$ cat src/rtl/led_pkg.sv
// Shared definitions for the multi-channel LED driver: channel modes and
// the width of the channel index on the configuration port.
package led_pkg;

  localparam int CH_IDX_W = 4;

  typedef enum logic [1:0] {
    MODE_OFF     = 2'b00,
    MODE_ON      = 2'b01,
    MODE_BLINK   = 2'b10,
    MODE_ONESHOT = 2'b11
  } led_mode_e;

endpackage

$ cat src/rtl/led_prescaler.sv
// Free-running timebase: counts 0..DIV-1 and flags the last count as a
// one-cycle tick. A sync strobe restarts the count and suppresses the tick
// of that cycle so every consumer sees a fresh, full period afterwards.
module led_prescaler #(
  parameter int CLK_FREQ = 50_000_000,
  parameter int TICK_HZ  = 1000
) (
  input  logic clk,
  input  logic rst_n,
  input  logic sync,
  output logic tick
);

  localparam int DIV   = CLK_FREQ / TICK_HZ;
  localparam int CNT_W = $clog2(DIV);
  localparam logic [CNT_W-1:0] LAST = CNT_W'(DIV - 1);

  logic [CNT_W-1:0] cnt_q;

  // Prescaler count: wrap at DIV-1, restart on sync.
  always_ff @(posedge clk or negedge rst_n) begin
    if (!rst_n) begin
      cnt_q <= '0;
    end else if (sync || (cnt_q == LAST)) begin
      cnt_q <= '0;
    end else begin
      cnt_q <= cnt_q + CNT_W'(1);
    end
  end

  assign tick = (cnt_q == LAST) && !sync;

endmodule

$ cat src/rtl/led_ctrl_multi.sv
// Multi-channel LED driver. One shared prescaler produces the tick; each
// channel holds its own mode, half-period and tick counter.
//
// Config port: cfg_we is a single-cycle strobe sampled on the rising edge;
// there is no ready, so a write always lands on the edge it is presented.
// A write to an index >= N_CH matches no channel and is dropped.
// Priority inside a channel: own write > cfg_sync > tick.
module led_ctrl_multi
  import led_pkg::*;
#(
  parameter int CLK_FREQ  = 50_000_000,
  parameter int TICK_HZ   = 1000,
  parameter int N_CH      = 4,
  parameter int HALF_W    = 16,
  parameter int INIT_HALF = 1000
) (
  input  logic                clk,
  input  logic                rst_n,
  input  logic                cfg_we,
  input  logic [CH_IDX_W-1:0] cfg_ch,
  input  logic [1:0]          cfg_mode,
  input  logic [HALF_W-1:0]   cfg_half,
  input  logic                cfg_sync,
  output logic [N_CH-1:0]     led,
  output logic [N_CH-1:0]     busy,
  output logic                tick_o
);

  localparam logic [HALF_W-1:0] INIT_HALF_V = HALF_W'(INIT_HALF);

  logic tick;

  led_prescaler #(
    .CLK_FREQ (CLK_FREQ),
    .TICK_HZ  (TICK_HZ)
  ) u_prescaler (
    .clk   (clk),
    .rst_n (rst_n),
    .sync  (cfg_sync),
    .tick  (tick)
  );

  assign tick_o = tick;

  for (genvar g = 0; g < N_CH; g++) begin : g_ch
    led_mode_e         mode_q, mode_d;
    logic [HALF_W-1:0] half_q, half_d;
    logic [HALF_W-1:0] cnt_q, cnt_d;
    logic [HALF_W-1:0] h_m1;
    logic              led_q, led_d;
    logic              busy_q, busy_d;
    logic              wr_hit;

    assign wr_hit = cfg_we && (cfg_ch == CH_IDX_W'(g));
    // A half-period of 0 behaves as 1, so the terminal count never underflows.
    assign h_m1   = (half_q == '0) ? '0 : half_q - HALF_W'(1);

    // Channel next state: write, then sync, then tick; otherwise hold.
    always_comb begin
      mode_d = mode_q;
      half_d = half_q;
      cnt_d  = cnt_q;
      led_d  = led_q;
      busy_d = busy_q;
      if (wr_hit) begin
        mode_d = led_mode_e'(cfg_mode);
        half_d = cfg_half;
        cnt_d  = '0;
        led_d  = (cfg_mode == MODE_ON) || (cfg_mode == MODE_ONESHOT);
        busy_d = (cfg_mode == MODE_ONESHOT);
      end else if (cfg_sync) begin
        // ONESHOT keeps led/busy high and simply restarts its count.
        cnt_d = '0;
        if (mode_q == MODE_BLINK) begin
          led_d = 1'b0;
        end
      end else if (tick) begin
        case (mode_q)
          MODE_OFF: begin
            led_d = 1'b0;
            cnt_d = '0;
          end
          MODE_ON: begin
            led_d = 1'b1;
            cnt_d = '0;
          end
          MODE_BLINK: begin
            if (cnt_q == h_m1) begin
              cnt_d = '0;
              led_d = ~led_q;
            end else begin
              cnt_d = cnt_q + HALF_W'(1);
            end
          end
          MODE_ONESHOT: begin
            if (cnt_q == h_m1) begin
              cnt_d  = '0;
              led_d  = 1'b0;
              busy_d = 1'b0;
              mode_d = MODE_OFF;
            end else begin
              cnt_d = cnt_q + HALF_W'(1);
            end
          end
          default: begin
            cnt_d = '0;
          end
        endcase
      end
    end

    // Channel state register; reset reproduces the legacy blinker.
    always_ff @(posedge clk or negedge rst_n) begin
      if (!rst_n) begin
        mode_q <= MODE_BLINK;
        half_q <= INIT_HALF_V;
        cnt_q  <= '0;
        led_q  <= 1'b0;
        busy_q <= 1'b0;
      end else begin
        mode_q <= mode_d;
        half_q <= half_d;
        cnt_q  <= cnt_d;
        led_q  <= led_d;
        busy_q <= busy_d;
      end
    end

    assign led[g]  = led_q;
    assign busy[g] = busy_q;
  end

endmodule
$ cat config.mk
export PLATFORM = sky130hd
export DESIGN_NAME = led_ctrl_multi
export DESIGN_NICKNAME = d
export VERILOG_FILES = /design/src/rtl/led_pkg.sv /design/src/rtl/led_prescaler.sv /design/src/rtl/led_ctrl_multi.sv
export SDC_FILE = /design/constraint.sdc
export NUM_CORES = 1
export LEC_CHECK = 0
export CELL_PAD_IN_SITES_DETAIL_PLACEMENT = 0
export CELL_PAD_IN_SITES_GLOBAL_PLACEMENT = 1
export CORE_MARGIN = 3
export CORE_UTILIZATION = 53
export DETAILED_ROUTE_END_ITERATION = 12
export DONT_BUFFER_PORTS = 1
export GPL_ROUTABILITY_DRIVEN = 0
export PLACE_DENSITY = 0.94
export RECOVER_POWER = 50
export SLEW_MARGIN = 25
export SYNTH_ARGS = -nofsm -noshare
export SYNTH_HDL_FRONTEND = slang
export SYNTH_SLANG_ARGS = --single-unit
$ cat constraint.sdc
create_clock -name clk -period 8.3 [get_ports clk]
set_clock_uncertainty 0.05 [all_clocks]
set_input_delay 0.415 -clock clk [delete_from_list [all_inputs] [get_ports clk]]
set_output_delay 0.415 -clock clk [all_outputs]
set_load 0.03 [all_outputs]
==> impl_metrics.toml <==
[setup_path]
cp.arrival_ps = 3820
crit_fanout = 160
required_ps = 7900
r2r_cells = 11
crit_cells = 2
r2r_setup_slack_ps = 4160
worstReg2RegStart = "g_ch[3].half_q[0]"
startpoint_type = "primary input"
endpoint_kind = "asynchronous set/reset pin"
path_cells = "dlygate4sd3_1, clkbuf_2"
r2r_end = "g_ch[3].cnt_q[14]"
crit_buf_inv = 2
path_delay_family = "buffers and inverters"
worstSetupPathType = "primary input to asynchronous set/reset pin"
crit_slowest_cell = "clkbuf_2"
cpPeakStageDelay_ps = 2720

[logic_synthesis]
synth-seq-area-share = 0.366
syn_area_per_cell_um2 = 8.07
synth_xor_area_frac = 0.0739
syn_area_um2 = 11000
muxShareOfSynthArea = 0.0147
synth_top_family_by_area = "simple AND/OR/NAND/NOR gates"
synth_top_cell_area_share = 0.299
syn_inst = 1366
synth-simple-area-share = 0.310
yosys_warnings = 0
synth_edf_count = 0
synth.ff_latch_count = 160
synth_cell_type_count = 80
synth_top_cell_by_area = "dfrtp_1"
syn-num-nets = 1413
ys.flop_type = "dfrtp_1"
synth_compound_area_frac = 0.161
synth_fa_ha_area_frac = 0.0238
synth.area.top_cells = "dfrtp_1, nand2_1, dfstp_2, nor2_1, xor2_1"
synthArstFlopShare = 1.00

[clock_network]
postCtsResizedCells = 0
path_clk_slew_ps = 70
clk_path_buf_depth = 2
clock-sinks = 160
htreeDepth = 4
cts_inserted_buffers = 17
cts_tree = "built"
clk_latency_ps = 440
root_buffer = "clkbuf_16"

[route]
routed_via_density = 6.24
vias = 9916
dr.pass1.iters = 5
drtIter0Drc = 943
antenna_left = 0
wl_per_cell_um = 18.7
remaining_drc_errors = 0
routed_wirelength_mm = 29.7

[placed_design]
dp_hpwl_mm = 20.8
port_buffers = 0

[power]
p_leak_nw = 4.84
peakVddDrop_v = 0.000154
powerDensity_nw_per_um2 = 210

[timing]
finalCritPeriodShare = 0.509
relSlewSlack = -1.61
max_freq_mhz = 237
slew_viol_final = 161
tns_ps = 0
worstMarginPinSlew_ps = 3920
setup_viol = 0
period_needed_ps = 4220
hold_violations = 0
hold-worst-slack_ps = 11.5
rsz0062_at_grt = "false"

[run_status]
status = "finished, violations left"
violations = "max-capacitance violations, max-slew violations"

[floorplan]
initial_core_util = 0.542
fp.dieH_um = 150
core_um2 = 20400
core.rowCount = 52
ioPinCount = 35
dieArea_um2 = 22600
die_w_um = 150

[job]
maxCapViolCount = 1

[finish]
layout-drive-gt1-share = 0.0727
area_growth_pct = 5.50
layout.nets = 1354
fill_cells = 1871
antennaDiodeCount = 0

[global_route]
grt_pass1_vias = 9061
grt-ovfl-total = 0
grt_pass1_wl_mm = 48.5
track_usage = 0.268
grt_max_degree = 161
antenna_found_initial = 0

[min_path]
min_from = "cfg_half[5]"
hold_path.class = "primary input to flip-flop"
min_path_cells = 2
holdPathEnd = "g_ch[0].half_q[5]"
stage by stage:
step	worst slack, ps	cells	power, mW	instance area, um^2	utilization
2_1_floorplan	4460	1366	1.52	11000	-
3_3_place_gp	4300	1549	1.62	11000	0.540
3_5_place_dp	4190	1549	1.63	11000	0.540
4_1_cts	4180	1590	2.44	11700	0.573
5_1_grt	3300	1590	2.58	11600	0.571
6_report	4080	1590	2.45	11600	0.571
sequential cells by signal, indices dropped and copies added, names as in the netlist:
register           flops
g_ch.cnt_q            64
u_prescaler.cnt_q     16
g_ch.mode_q            8
g_ch.half_q           64
g_ch.busy_q            4
g_ch.led_q             4
timing repair:
action	CTS	global route
hold buffers	9	0
hold endpoints to repair	178	0
setup buffers	0	0
how the worst max path moves through the flow:
stage	startpoint	endpoint	slack, ps
floorplan	g_ch[3].half_q[0]	g_ch[3].cnt_q[14]	4460
global placement	g_ch[1].half_q[0]	g_ch[1].cnt_q[14]	4300
detailed placement	g_ch[3].half_q[0]	g_ch[3].cnt_q[14]	4190
CTS	g_ch[3].half_q[0]	g_ch[3].cnt_q[14]	4180
global route	rst_n	g_ch[0].half_q[12]	3300
finish	rst_n	g_ch[0].half_q[1]	4080
cells in the mapped netlist (8+ instances only):
| cell | instances |
|---|---|
| or2_2 | 9 |
| dfstp_2 | 28 |
| inv_1 | 39 |
| nand3_1 | 50 |
| nor4b_1 | 11 |
| a21o_1 | 10 |
| a21oi_1 | 45 |
| nor2_1 | 111 |
| o211ai_1 | 11 |
| nor4_1 | 31 |
| xor2_1 | 47 |
| dfrtp_1 | 132 |
| nor3_1 | 41 |
| nand4_1 | 33 |
| nor3b_1 | 12 |
| buf_4 | 8 |
| ha_1 | 21 |
| nand2b_1 | 17 |
| o31ai_1 | 21 |
| mux2i_1 | 14 |
| and2_1 | 12 |
| nand2_1 | 254 |
| clkbuf_1 | 71 |
| and3_1 | 21 |
| xnor2_1 | 46 |
| o21ai_0 | 68 |
| or3_1 | 32 |
| or4_1 | 22 |
area by class of cell:
| cell class | count | area [um^2] | share of cell area |
|---|---|---|---|
| multi-input combinational | 1076 | 6440 | 0.554 |
| sequential | 160 | 4040 | 0.347 |
| clock buffer | 17 | 425 | 0.0366 |
| tap | 270 | 338 | 0.0290 |
| inverter | 40 | 150 | 0.0129 |
| clock inverter | 15 | 139 | 0.0119 |
| timing repair buffer | 12 | 100 | 0.00860 |
cells in the final DEF, fill, tap and decap left out, types with 6 or more instances in the layout:
| master | synthesis | routed |
|---|---|---|
| a2111oi_0 | 6 | 6 |
| a211o_1 | 6 | 6 |
| a21o_1 | 10 | 10 |
| a21oi_1 | 45 | 45 |
| a22o_1 | 7 | 7 |
| a31o_2 | 6 | 6 |
| a31oi_1 | 7 | 7 |
| and2_1 | 12 | 11 |
| and3_1 | 21 | 21 |
| clkbuf_16 | 0 | 17 |
| dfrtp_1 | 132 | 132 |
| dfstp_2 | 28 | 28 |
| dlygate4sd3_1 | 0 | 8 |
| ha_1 | 21 | 21 |
| inv_1 | 39 | 39 |
| inv_8 | 0 | 6 |
| mux2i_1 | 14 | 14 |
| nand2_1 | 254 | 254 |
| nand2b_1 | 17 | 17 |
| nand3_1 | 50 | 50 |
| nand4_1 | 33 | 33 |
| nor2_1 | 111 | 111 |
| nor3_1 | 41 | 40 |
| nor3b_1 | 12 | 12 |
| nor4_1 | 31 | 31 |
| nor4b_1 | 11 | 11 |
| o211ai_1 | 11 | 11 |
| o21ai_0 | 68 | 68 |
| o21ai_1 | 7 | 7 |
| o31ai_1 | 21 | 21 |
| or2_2 | 9 | 9 |
| or3_1 | 32 | 32 |
| or4_1 | 22 | 22 |
| xnor2_1 | 46 | 46 |
| xor2_1 | 47 | 47 |
power by group:
| part | internal (mW) | switching (mW) |
|---|---|---|
| sequential | 0.884 | 0.154 |
| clock | 0.400 | 0.385 |
| combinational | 0.262 | 0.360 |
| total | 1.55 | 0.899 |
cell families after synthesis:
| family | Yosys count |
|---|---|
| and+or+nand+nor | 686 |
| xor gates and xnor gates | 93 |
| DFF | 160 |
| buffers and inverters | 130 |
| adders and majority gates | 21 |
| muxes | 16 |
| AOI/OAI and AO/OA | 260 |
metal layers:
metal / vias up / routed length, um / track usage
li1: 4755 / - / -
met1: 4807 / 13500 / 0.387
met4: 0 / 969 / 0.0993
met3: 59 / 1580 / 0.0415
met2: 295 / 13700 / 0.409
met5: - / 0 / 0
Note: power is estimated with default switching activity, not from simulation.
